--- src/rtl/cache_axi_pkg.sv ---
// Shared types and constants for the cache-side AXI read bridge.
package cache_axi_pkg;

    // Request types on the cache read-request interface
    localparam logic [1:0] RD_TYPE_WORD  = 2'b00;
    localparam logic [1:0] RD_TYPE_LINE  = 2'b01;
    localparam logic [1:0] RD_TYPE_DLINE = 2'b10;
    localparam logic [1:0] RD_TYPE_RSVD  = 2'b11;

    // Fixed AXI burst attributes: 4-byte beats, incrementing bursts
    localparam logic [2:0] AXI_SIZE_4B    = 3'b010;
    localparam logic [1:0] AXI_BURST_INCR = 2'b01;

    typedef enum logic [1:0] {
        IDLE = 2'd0,
        AR   = 2'd1,
        R    = 2'd2,
        RET  = 2'd3
    } bridge_state_t;

    // arlen (beats - 1) for each request type
    function automatic logic [7:0] burst_len(input logic [1:0] t);
        case (t)
            RD_TYPE_LINE:  return 8'd7;
            RD_TYPE_DLINE: return 8'd15;
            default:       return 8'd0;
        endcase
    endfunction

    // Align the request address to the natural size of the transfer
    function automatic logic [31:0] align_addr(input logic [1:0] t, input logic [31:0] a);
        case (t)
            RD_TYPE_LINE:  return {a[31:5], 5'b0};
            RD_TYPE_DLINE: return {a[31:6], 6'b0};
            default:       return {a[31:2], 2'b0};
        endcase
    endfunction

endpackage

--- src/rtl/axi_rd_bridge.sv ---
// Single-outstanding AXI4 read bridge: one cache request becomes one INCR
// burst whose 32-bit beats are packed into a 512-bit return buffer.
module axi_rd_bridge
    import cache_axi_pkg::*;
#(
    parameter logic [3:0] ID = 4'd0
) (
    input  logic         clk,
    input  logic         resetn,
    input  logic         rd_req,
    input  logic [1:0]   rd_type,
    input  logic [31:0]  rd_addr,
    output logic         rd_rdy,
    output logic         ret_valid,
    output logic [511:0] ret_data,
    output logic         ret_half,
    output logic [3:0]   arid,
    output logic [31:0]  araddr,
    output logic [7:0]   arlen,
    output logic [2:0]   arsize,
    output logic [1:0]   arburst,
    output logic         arvalid,
    input  logic         arready,
    input  logic [3:0]   rid,
    input  logic [31:0]  rdata,
    input  logic [1:0]   rresp,
    input  logic         rlast,
    input  logic         rvalid,
    output logic         rready
);

    bridge_state_t r_state;
    logic [3:0]    r_cnt;
    logic [31:0]   r_araddr;
    logic [7:0]    r_arlen;
    logic          r_is_dline;
    logic [511:0]  r_ret_data;
    logic          r_arvalid;
    logic          r_rready;
    logic          r_ret_valid;
    logic          r_ret_half;
    logic          r_rd_rdy;

    // Completion is counted against arlen, so the R-channel ID, response
    // and last flag carry no information the bridge needs.
    logic w_unused;
    assign w_unused = ^{rid, rresp, rlast};

    logic w_last_beat;
    assign w_last_beat = ({4'b0, r_cnt} == r_arlen);

    // Request/burst FSM with all handshake and return outputs registered
    always_ff @(posedge clk or negedge resetn) begin
        if (!resetn) begin
            r_state     <= IDLE;
            r_cnt       <= 4'd0;
            r_araddr    <= 32'd0;
            r_arlen     <= 8'd0;
            r_is_dline  <= 1'b0;
            r_ret_data  <= '0;
            r_arvalid   <= 1'b0;
            r_rready    <= 1'b0;
            r_ret_valid <= 1'b0;
            r_ret_half  <= 1'b0;
            r_rd_rdy    <= 1'b1;
        end else begin
            r_ret_valid <= 1'b0;
            r_ret_half  <= 1'b0;
            case (r_state)
                IDLE: begin
                    // Reserved type is consumed silently; the bridge stays idle
                    if (rd_req && rd_type != RD_TYPE_RSVD) begin
                        r_araddr   <= align_addr(rd_type, rd_addr);
                        r_arlen    <= burst_len(rd_type);
                        r_is_dline <= (rd_type == RD_TYPE_DLINE);
                        r_ret_data <= '0;
                        r_arvalid  <= 1'b1;
                        r_rd_rdy   <= 1'b0;
                        r_state    <= AR;
                    end
                end
                AR: begin
                    if (arready) begin
                        r_arvalid <= 1'b0;
                        r_rready  <= 1'b1;
                        r_state   <= R;
                    end
                end
                R: begin
                    if (rvalid) begin
                        r_ret_data[{r_cnt, 5'b0} +: 32] <= rdata;
                        r_cnt <= r_cnt + 4'd1;
                        // Low half of a double line is complete: early restart
                        if (r_is_dline && r_cnt == 4'd7)
                            r_ret_half <= 1'b1;
                        if (w_last_beat) begin
                            r_rready    <= 1'b0;
                            r_ret_valid <= 1'b1;
                            r_state     <= RET;
                        end
                    end
                end
                RET: begin
                    r_cnt    <= 4'd0;
                    r_rd_rdy <= 1'b1;
                    r_state  <= IDLE;
                end
                default: r_state <= IDLE;
            endcase
        end
    end

    assign rd_rdy    = r_rd_rdy;
    assign ret_valid = r_ret_valid;
    assign ret_data  = r_ret_data;
    assign ret_half  = r_ret_half;
    assign arid      = ID;
    assign araddr    = r_araddr;
    assign arlen     = r_arlen;
    assign arsize    = AXI_SIZE_4B;
    assign arburst   = AXI_BURST_INCR;
    assign arvalid   = r_arvalid;
    assign rready    = r_rready;

endmodule

--- config.mk ---
export PLATFORM = sky130hd
export DESIGN_NAME = axi_rd_bridge
export DESIGN_NICKNAME = d
export VERILOG_FILES = /design/src/rtl/cache_axi_pkg.sv /design/src/rtl/axi_rd_bridge.sv
export SDC_FILE = /design/constraint.sdc
export NUM_CORES = 1
export LEC_CHECK = 0
export CAP_MARGIN = 20
export CORE_AREA = 8 8 247 249
export CTS_CLUSTER_DIAMETER = 80
export DETAILED_ROUTE_END_ITERATION = 16
export DIE_AREA = 0 0 255 257
export PLACE_DENSITY = 0.74
export SYNTH_ARGS = -nofsm -noshare
export SYNTH_HDL_FRONTEND = slang
export SYNTH_SLANG_ARGS = --single-unit
--- constraint.sdc ---
create_clock -name clk -period 2.8 [get_ports clk]
set_input_delay 0.56 -clock clk [delete_from_list [all_inputs] [get_ports clk]]
set_output_delay 0.56 -clock clk [all_outputs]
set_load 0.05 [all_outputs]
==> flow_metrics.env <==
export IMPL_final_antenna_net_count=0
export IMPL_worst_slack_ps=197
export IMPL_clock_sinks=555
export IMPL_synth_top_area_cell="dfrtp_1"
export IMPL_dp_hpwl_um=57300
export IMPL_synth_most_common_cell="dfrtp_1"
export IMPL_synth_common_cells="dfrtp_1 (554), a32o_1 (259), a22o_1 (158), clkbuf_1 (98), nand2_1 (90)"
export IMPL_path_max_fanout=32
export IMPL_row_count=88
export IMPL_io_pins=644
export IMPL_hold_path_class="reg2reg"
export IMPL_synth_area_leaders="dfrtp_1 (66%), a32o_1 (12%), a22o_1 (6.6%)"
export IMPL_htree_levels=2
export IMPL_n_fill_cell=4762
export IMPL_cts_resized=0
export IMPL_grt_pass1_vias=17389
export IMPL_arrival_ps=3130
export IMPL_r2r_cells=7
export IMPL_grt_pass1_wl_um=120000
export IMPL_firstDrtPassIters=5
export IMPL_postSynthCellCount=1506
export IMPL_power_density_nw_per_um2=846
export IMPL_antenna_found_initial=0
export IMPL_cts_tree="done"
export IMPL_drc=0
export IMPL_setup_viol=0
export IMPL_pre_cts_ws_ps=-4.97
export IMPL_critPathLaunchType="register"
export IMPL_rsz0062_at_grt="true"
export IMPL_cts_made_buffers=57
export IMPL_final_cells=2912
export IMPL_synth_seq_area_share_pct=66.2
export IMPL_die_area_um2=65500
export IMPL_cap_violations=0
export IMPL_final_nets=2189
export IMPL_diodes=0
export IMPL_vias=17161
export IMPL_worstSkewPairLatency_ps=610
export IMPL_finalHoldViolCount=0
export IMPL_overflow=0
export IMPL_area_growth_pct=45.3
export IMPL_fmax_mhz=384
export IMPL_synthArstFlopShare_pct=100
export IMPL_holdPathStages=2
export IMPL_crit_path_end_kind="register"
export IMPL_syn_area_um2=21000
export IMPL_drtIter0Drc=1385
export IMPL_leakage_nw=13.1
export IMPL_maxSlewViolCount=0
export IMPL_die_h_um=257
export IMPL_synth_top_cell_area_share_pct=66.1
export IMPL_skew_ps=28.8
export IMPL_gp_congestion=0.849
export IMPL_initial_core_util_pct=36.8
export IMPL_die_w_um=255
export IMPL_wire_per_inst_um=28.4
export IMPL_fp_coreArea_um2=57000
export IMPL_synth_ff_type="dfrtp_1"
export IMPL_placed_cells=2804
export IMPL_period_needed_ps=2600
export IMPL_grt_max_degree=82
export IMPL_vias_per_cell=5.89
export IMPL_cts_setup_buffers=0
export IMPL_worst_pin_slew_ps=1080
export IMPL_status="finished, final reports clean"
export IMPL_peakVddDrop_mv=0.895
export IMPL_path_clk_slew_ps=60
export IMPL_ys_types=43
export IMPL_slew_headroom_pct=27.6
export IMPL_synth_seq_cells=555
export IMPL_syn_avg_cell_area_um2=13.9
export IMPL_path_class="reg2reg"
export IMPL_synth_enable_flop_cells=0
export IMPL_io_buffers=619
export IMPL_drive_above_1_share_pct=11.7
export IMPL_cts_root_buf="clkbuf_16"
export IMPL_routed_wl_um=82700
export IMPL_yosys_warnings=0
export IMPL_cp_required_ps=3330
export IMPL_track_usage_pct=24.2
export IMPL_post_route_period_util_pct=93.0
export IMPL_clockBufferDepth=3
-- routing by layer --
metal / wire, um / vias up / global-route usage [%] / share of wire [%]
met1: 30700 / 8975 / 29.5 / 37
met4: 3990 / 0 / 10.6 / 4.8
met3: 7620 / 198 / 6.21 / 9.2
li1: - / 6992 / - / -
met2: 40400 / 996 / 40.3 / 49
met5: 0 / - / 0 / 0
-- cell usage in the layout, fill, tap and decap left out, types with 3 or more instances in the layout --
cell type	synthesis	final
a211o_1	4	3
a21o_1	5	5
a21oi_1	5	3
a21oi_2	3	3
a22o_1	158	158
a32o_1	259	259
and2_2	0	3
buf_12	0	34
buf_4	18	64
bufinv_16	0	3
clkbuf_1	98	10
clkbuf_16	0	59
clkbuf_8	0	10
clkdlybuf4s50_1	0	618
clkinv_2	0	12
clkinv_4	0	3
clkinvlp_4	0	4
conb_1	2	15
dfrtp_1	554	554
ha_1	11	11
inv_1	10	10
inv_6	0	4
mux2_2	28	28
mux2i_1	3	3
nand2_1	90	89
nand2b_1	4	4
nand4_1	4	4
nor2_1	16	9
nor2_4	0	6
nor2b_1	5	5
o21ai_0	43	43
o21ai_4	0	6
o22ai_1	3	3
o2bb2ai_1	67	67
-- worst paths after layout --
check	to	slack [ps]	from
hold / removal	ret_data[398]$_DFFE_PN0P_	480	ret_data[398]$_DFFE_PN0P_
max in group asynchronous	ret_data[423]$_DFFE_PN0P_	1240	resetn
setup / recovery	ret_data[296]$_DFFE_PN0P_	200	r_cnt[1]$_DFFE_PN0P_
hold reg to reg	ret_data[398]$_DFFE_PN0P_	480	ret_data[398]$_DFFE_PN0P_
min in group asynchronous	ret_data[157]$_DFFE_PN0P_	580	resetn
setup reg to reg	ret_data[296]$_DFFE_PN0P_	200	r_cnt[1]$_DFFE_PN0P_
-- power by group --
part / internal, mW / switching (mW) / total, mW
Sequential: 8.61 / 0.405 / 9.02
Clock: 4.42 / 3.24 / 7.66
Combinational: 2.72 / 6.38 / 9.10
-- area by class of cell --
class,instances,area (um^2),share of cell area (%)
clock buffers,79,1650,5.42
clock inverters,27,258,0.845
inverters,11,41.3,0.135
multi-input cells,757,6320,20.7
flip-flops and latches,555,13900,45.6
well taps,765,957,3.14
repair buffers,718,7370,24.2
-- per-stage QoR --
stage / hold slack, ps / utilization (%) / cell area (um^2) / setup TNS [ps] / power (mW)
3_5_place_dp: 470 / 50.1 / 28500 / -10.8 / 18.2
5_1_grt: 502 / 53.5 / 30500 / -1.31 / 26.7
3_3_place_gp: 464 / 50.1 / 28500 / 0 / 18.0
6_report: 481 / 53.5 / 30500 / 0 / 25.8
2_1_floorplan: 264 / - / 21000 / 0 / 14.3
4_1_cts: 484 / 53.4 / 30500 / 0 / 25.8
-- worst max-delay path: stages, from the launching register on --
cell     delay, ps
dfrtp_1        340
inv_1           80
ha_1           270
or2_1          320
nor3_1         230
a21oi_2        140
nor2_4         850
a32o_1         310
-- flip-flops by register name, indices dropped and copies added, names as in the netlist --
signal	flops
rready	1
ret_half	1
r_state	2
r_cnt	4
araddr	30
ret_valid	1
rd_rdy	1
ret_data	512
arvalid	1
arlen	2
-- cells by family (layout without fill, tap and decap cells) --
logic type               after synthesis  in the layout  share of synthesized area [%]
other                                  2             15                         0.0358
buffers and inverters                207            835                           4.66
adder cells (fa/ha/maj)               11             11                          0.656
multiplexers                          31             31                           1.65
AO/OA/AOI/OAI                        560            560                           23.9
flip-flops                           555            555                           66.2
AND/OR/NAND/NOR                      138            138                           2.87
XOR/XNOR                               2              2                         0.0835
-- repair_timing --
item,in CTS,in global routing
hold buffers,1,0
endpoints found under the hold margin,6,0
setup endpoints to repair,0,1
Power figures use the tool's default switching activity.
